===== src/rtl/csr_access_unit_pkg.sv =====
// Shared encodings for the Zicsr requester: funct3 codes, FSM states, CSR map.
package csr_access_unit_pkg;

  localparam logic [2:0] F3_CSRRW  = 3'b001;
  localparam logic [2:0] F3_CSRRS  = 3'b010;
  localparam logic [2:0] F3_CSRRC  = 3'b011;
  localparam logic [2:0] F3_CSRRWI = 3'b101;
  localparam logic [2:0] F3_CSRRSI = 3'b110;
  localparam logic [2:0] F3_CSRRCI = 3'b111;

  typedef enum logic [2:0] {
    StIdle  = 3'd0,
    StRead  = 3'd1,
    StCsrWr = 3'd2,
    StRdWr  = 3'd3,
    StDone  = 3'd4
  } state_e;

  localparam logic [11:0] CSR_MSTATUS   = 12'h300;
  localparam logic [11:0] CSR_MISA      = 12'h301;
  localparam logic [11:0] CSR_MTVEC     = 12'h305;
  localparam logic [11:0] CSR_MSCRATCH  = 12'h340;
  localparam logic [11:0] CSR_MEPC      = 12'h341;
  localparam logic [11:0] CSR_MCYCLE    = 12'hB00;
  localparam logic [11:0] CSR_MCYCLEH   = 12'hB80;
  localparam logic [11:0] CSR_MVENDORID = 12'hF11;

  // Idle value of the CSR address buses (no access).
  localparam logic [11:0] MDISABLE = 12'h000;
  localparam logic [4:0]  ZERO_REG = 5'd0;

  function automatic logic csr_supported(input logic [11:0] addr);
    case (addr)
      CSR_MSTATUS, CSR_MISA, CSR_MTVEC, CSR_MSCRATCH,
      CSR_MEPC, CSR_MCYCLE, CSR_MCYCLEH, CSR_MVENDORID: csr_supported = 1'b1;
      default:                                          csr_supported = 1'b0;
    endcase
  endfunction

endpackage


===== src/rtl/csr_access_unit_alu.sv =====
// Read-modify step of a Zicsr instruction: new CSR value and write enable.
module csr_alu
  import csr_access_unit_pkg::*;
#(
  parameter int unsigned DATA_W     = 32,
  parameter int unsigned REG_ADDR_W = 5
) (
  input  logic [2:0]            funct3,
  input  logic [DATA_W-1:0]     old_val,
  input  logic [DATA_W-1:0]     src,
  input  logic [REG_ADDR_W-1:0] src_idx,
  output logic [DATA_W-1:0]     new_val,
  output logic                  wr_en
);

  // I forms share the register-form behaviour; funct3[2] only selects the source upstream.
  always_comb begin
    new_val = old_val;
    wr_en   = 1'b0;
    case (funct3[1:0])
      2'b01: begin
        new_val = src;
        wr_en   = 1'b1;
      end
      2'b10: begin
        new_val = old_val | src;
        wr_en   = (src_idx != '0);
      end
      2'b11: begin
        new_val = old_val & ~src;
        wr_en   = (src_idx != '0);
      end
      default: ;
    endcase
  end

endmodule


===== src/rtl/csr_access_unit.sv =====
// Zicsr requester: read -> modify -> CSR write -> rd write -> done, fixed 5-cycle cadence.
module csr_access_unit
  import csr_access_unit_pkg::*;
#(
  parameter int unsigned DATA_W     = 32,
  parameter int unsigned CSR_ADDR_W = 12,
  parameter int unsigned REG_ADDR_W = 5,
  parameter logic [CSR_ADDR_W-1:0] CSR_NONE = CSR_ADDR_W'(MDISABLE)
) (
  input  logic                  clk,
  input  logic                  rst,
  input  logic                  req_valid,
  output logic                  req_ready,
  input  logic [2:0]            req_funct3,
  input  logic [CSR_ADDR_W-1:0] req_csr,
  input  logic [DATA_W-1:0]     req_src,
  input  logic [REG_ADDR_W-1:0] req_src_idx,
  input  logic [REG_ADDR_W-1:0] req_rd,
  output logic [CSR_ADDR_W-1:0] csr_raddr,
  input  logic [DATA_W-1:0]     csr_rdata,
  output logic [CSR_ADDR_W-1:0] csr_waddr,
  output logic [DATA_W-1:0]     csr_wdata,
  output logic [REG_ADDR_W-1:0] rd_waddr,
  output logic [DATA_W-1:0]     rd_wdata,
  output logic                  done,
  output logic                  illegal
);

  state_e                state_q, state_d;
  logic [2:0]            funct3_q, funct3_d;
  logic [CSR_ADDR_W-1:0] csr_q, csr_d;
  logic [DATA_W-1:0]     src_q, src_d;
  logic [REG_ADDR_W-1:0] src_idx_q, src_idx_d;
  logic [REG_ADDR_W-1:0] rd_q, rd_d;
  logic [DATA_W-1:0]     old_q, old_d;
  logic                  bad_q, bad_d;

  logic [CSR_ADDR_W-1:0] csr_raddr_d, csr_waddr_d;
  logic [DATA_W-1:0]     csr_wdata_d, rd_wdata_d;
  logic [REG_ADDR_W-1:0] rd_waddr_d;
  logic                  done_d, illegal_d;

  logic [DATA_W-1:0]     alu_new;
  logic                  alu_wen;
  logic                  is_bad;

  csr_alu #(
    .DATA_W     (DATA_W),
    .REG_ADDR_W (REG_ADDR_W)
  ) u_alu (
    .funct3  (funct3_q),
    .old_val (csr_rdata),
    .src     (src_q),
    .src_idx (src_idx_q),
    .new_val (alu_new),
    .wr_en   (alu_wen)
  );

  assign req_ready = (state_q == StIdle);

  // Illegal: reserved funct3, unmapped CSR, or a write to the read-only space.
  assign is_bad = (funct3_q[1:0] == 2'b00) || !csr_supported(12'(csr_q)) ||
                  (alu_wen && (csr_q[CSR_ADDR_W-1 -: 2] == 2'b11));

  // Next state, request latches and next values of the registered outputs.
  always_comb begin
    state_d     = state_q;
    funct3_d    = funct3_q;
    csr_d       = csr_q;
    src_d       = src_q;
    src_idx_d   = src_idx_q;
    rd_d        = rd_q;
    old_d       = old_q;
    bad_d       = bad_q;
    csr_raddr_d = CSR_NONE;
    csr_waddr_d = CSR_NONE;
    csr_wdata_d = '0;
    rd_waddr_d  = '0;
    rd_wdata_d  = '0;
    done_d      = 1'b0;
    illegal_d   = 1'b0;
    unique case (state_q)
      StIdle: begin
        if (req_valid) begin
          funct3_d    = req_funct3;
          csr_d       = req_csr;
          src_d       = req_src;
          src_idx_d   = req_src_idx;
          rd_d        = req_rd;
          csr_raddr_d = req_csr;
          state_d     = StRead;
        end
      end
      StRead: begin
        old_d = csr_rdata;
        bad_d = is_bad;
        if (alu_wen && !is_bad) begin
          csr_waddr_d = csr_q;
          csr_wdata_d = alu_new;
        end
        state_d = StCsrWr;
      end
      StCsrWr: begin
        if (!bad_q && (rd_q != REG_ADDR_W'(ZERO_REG))) begin
          rd_waddr_d = rd_q;
          rd_wdata_d = old_q;
        end
        state_d = StRdWr;
      end
      StRdWr: begin
        done_d    = 1'b1;
        illegal_d = bad_q;
        state_d   = StDone;
      end
      StDone: state_d = StIdle;
      default: state_d = StIdle;
    endcase
  end

  // State, latches and registered outputs; reset drops any in-flight instruction.
  always_ff @(posedge clk or posedge rst) begin
    if (rst) begin
      state_q   <= StIdle;
      funct3_q  <= '0;
      csr_q     <= CSR_NONE;
      src_q     <= '0;
      src_idx_q <= '0;
      rd_q      <= '0;
      old_q     <= '0;
      bad_q     <= 1'b0;
      csr_raddr <= CSR_NONE;
      csr_waddr <= CSR_NONE;
      csr_wdata <= '0;
      rd_waddr  <= '0;
      rd_wdata  <= '0;
      done      <= 1'b0;
      illegal   <= 1'b0;
    end else begin
      state_q   <= state_d;
      funct3_q  <= funct3_d;
      csr_q     <= csr_d;
      src_q     <= src_d;
      src_idx_q <= src_idx_d;
      rd_q      <= rd_d;
      old_q     <= old_d;
      bad_q     <= bad_d;
      csr_raddr <= csr_raddr_d;
      csr_waddr <= csr_waddr_d;
      csr_wdata <= csr_wdata_d;
      rd_waddr  <= rd_waddr_d;
      rd_wdata  <= rd_wdata_d;
      done      <= done_d;
      illegal   <= illegal_d;
    end
  end

endmodule


===== config.mk =====
export PLATFORM = sky130hd
export DESIGN_NAME = csr_access_unit
export DESIGN_NICKNAME = d
export VERILOG_FILES = /design/src/rtl/csr_access_unit_pkg.sv /design/src/rtl/csr_access_unit_alu.sv /design/src/rtl/csr_access_unit.sv
export SDC_FILE = /design/constraint.sdc
export NUM_CORES = 1
export LEC_CHECK = 0
export ABC_AREA = 1
export BUFFER_PORTS_ARGS = -buffer_cell sky130_fd_sc_hd__buf_2
export CAP_MARGIN = 20
export CORE_MARGIN = 10
export CORE_UTILIZATION = 29
export DETAILED_ROUTE_END_ITERATION = 10
export MAX_ROUTING_LAYER = met4
export PLACE_DENSITY = 0.6
export SYNTH_ARGS = -nofsm -noshare
export SYNTH_HDL_FRONTEND = slang
export SYNTH_SLANG_ARGS = --single-unit

===== constraint.sdc =====
create_clock -name clk -period 8.55 [get_ports clk]
set_input_delay 1.71 -clock clk [delete_from_list [all_inputs] [get_ports clk]]
set_output_delay 1.71 -clock clk [all_outputs]
set_load 0.02 [all_outputs]

==> impl_metrics.json <==
{
  "status": "complete, no violations",
  "rows": 57,
  "ctsResizeCount": 0,
  "drv_cap": 0,
  "fp.dieW_um": 178,
  "synthSimpleGateAreaFrac_pct": 19.3,
  "routedWlPerCell_um": 15.7,
  "p_leak_uw": 0.00496,
  "fmax_ghz": 0.325,
  "skew_ps": 11.6,
  "syn_to_final_growth_pct": 26.2,
  "io_buffers": 186,
  "antenna_found_initial": 0,
  "cts.clk_slew.worst_paths_ps": 70,
  "finalWorstSetupSlack_ps": 5470,
  "syn_area_um2": 7250,
  "start_kind": "flop",
  "crit_type": "reg2out",
  "path_max_fanout": 5,
  "ant_nets": 0,
  "hold_depth": 2,
  "grt_remaining_overflow": 0,
  "drtIter0Drc": 377,
  "synth.avg_cell_area_um2": 9.28,
  "synth_seq_cells": 187,
  "maxSlewHeadroom_pct": 30.0,
  "seq_area_um2": 4680,
  "synth_top_family_by_area": "simple AND/OR/NAND/NOR gates",
  "hpwl_um": 14000,
  "fin_util_pct": 37.4,
  "drive_above_1_share_pct": 26.0,
  "ys_types": 24,
  "ioPinCount": 188,
  "first_global_vias": 5679,
  "nFillCells": 2507,
  "cts_max_level": 4,
  "setup_viol": 0,
  "hold_buffers": 0,
  "rsz0062_at_grt": "no",
  "worst_pin_slew_ps": 1040,
  "fin_nets": 1049,
  "clockBufferDepth": 2,
  "cts_tree": "done",
  "clock_tree.root_cell": "clkbuf_16",
  "grt_max_degree": 114,
  "cp-end-kind": "primary output",
  "dr.pass1.iters": 5,
  "drt_wl_total_um": 20300,
  "design.core.area_um2": 24500,
  "grt_util_all_layers_pct": 13.1,
  "period_minus_slack_ps": 3080,
  "final_common_cell": "nand2_1",
  "via_per_inst": 4.35,
  "r2r_cells": 6,
  "yosysWarnings": 0,
  "cts_buffers": 17,
  "pre_cts_slack_ps": 5060,
  "yosys.area_share.xor_xnor_pct": 0,
  "pwr-share-seq_pct": 41.2,
  "clock_latency_ps": 420,
  "cts_setup_buffers": 0,
  "synth_fa_ha_area_share_pct": 0,
  "fin_crit_sh_pct": 36.0,
  "p_clk_share_pct": 27.2,
  "hold_viol_final": 0,
  "vias": 5624,
  "cellPowerDensity_nw_per_um2": 326,
  "switching_power_uw": 1110,
  "setup_tns_ps": 0,
  "grt_pass1_wl_um": 31500,
  "final_cell_mix": "nand2_1 (200), dfrtp_1 (187), buf_2 (186)",
  "clock_sinks": 187,
  "insertedDiodeCount": 0,
  "report.final.slew_viol_count": 0,
  "p_int_uw": 1870,
  "peakVddDrop_uv": 117,
  "p_comb_share_pct": 31.6,
  "synthCells": 781,
  "place.gp.congestion": 0.806,
  "crit_arrival_ps": 1370,
  "ys_seq_area_share_pct": 64.6,
  "hp-class": "reg2reg",
  "start_util_pct": 29.6,
  "synthMuxAreaShare_pct": 1.24,
  "synth_compound_area_share_pct": 8.91,
  "required_ps": 6840,
  "multi_input_area_um2": 2190,
  "dieArea_um2": 31700,
  "swShare_pct": 37.2,
  "drc": 0,
  "die_h_um": 178
}
metrics by stage:
| step | instances | instance area (µm²) | total power (µW) | hold WS [ps] |
|---|---|---|---|---|
| after floorplan | 785 | 7260 | 1920 | 432 |
| after global placement | 1261 | 8520 | 2160 | 454 |
| after detailed placement | 1261 | 8520 | 2190 | 458 |
| after CTS | 1293 | 9120 | 3010 | 476 |
| after global routing | 1294 | 9150 | 3210 | 491 |
| final | 1294 | 9150 | 2980 | 471 |
logic make-up after synthesis:
logic type      Yosys count
other cells               1
compound gates          118
flops                   187
mux                       8
simple gates            357
buf+inv                 110
per-layer routing:
layer	share of wire (%)	routed length, µm	up-vias	global-route usage (%)
met5	0	0	-	-
met4	0.65	131	0	3.02
met3	6.2	1250	9	3.49
met2	47	9620	160	20.4
met1	46	9270	2672	16.6
li1	-	-	2783	-
synth_stat cells:
master,n,share of area (%)
conb_1,1,0.052
o211ai_1,1,0.10
nor3_4,1,0.22
o22ai_1,32,2.8
nor3_1,5,0.35
mux2_2,8,1.2
inv_1,66,3.4
nor4_1,1,0.086
o41ai_2,1,0.22
nand2_1,202,10
buf_6,1,0.16
nor3_2,1,0.14
buf_1,1,0.052
nand3_1,5,0.35
inv_2,1,0.052
nor2_1,132,6.8
a21oi_1,37,2.6
clkbuf_1,31,1.6
clkinv_1,2,0.10
dfrtp_1,187,65
nor2_2,10,0.86
o21ai_0,46,3.2
buf_2,8,0.55
a31oi_1,1,0.086
worst paths after layout:
kind | startpoint | endpoint | slack, ps
hold / removal | old_q[2] | old_q[2] | 470
setup reg to reg | state_q[2] | csr_wdata[19] | 5500
min in group asynchronous | rst | rd_waddr[2] | 1430
max in group asynchronous | rst | src_q[31] | 5650
setup / recovery | state_q[1] | req_ready | 5470
hold reg to reg | old_q[2] | old_q[2] | 470
flip-flops by register name (all words and copies together), names as in the netlist:
signal	cells
old_q	32
rd_q	5
illegal	1
bad_q	1
state_q	3
csr_waddr	12
done	1
src_q	32
rd_waddr	5
csr_wdata	32
csr_raddr	12
src_idx_q	5
csr_q	12
funct3_q	2
rd_wdata	32
cell type report:
cell class	instances	area share (%)
multi-input cells	488	23.9
flip-flops and latches	187	51.2
well taps	324	4.43
inverters	69	2.91
clock buffers	19	4.84
repair buffers	194	11.1
clock inverters	13	1.70
worst max-delay path: stages, from the launching register on:
cell     delay [ps]
dfrtp_1         450
nor3_2          280
buf_2           220
power groups by stage:
stage	logic, µW	clock network (µW)	registers (µW)
2_1_floorplan	677	0	1240
4_1_cts	945	837	1230
3_5_place_dp	943	0	1250
6_report	942	811	1230
5_1_grt	1090	870	1260
3_3_place_gp	920	0	1240
No activity file was read; power rests on OpenSTA's default activity.
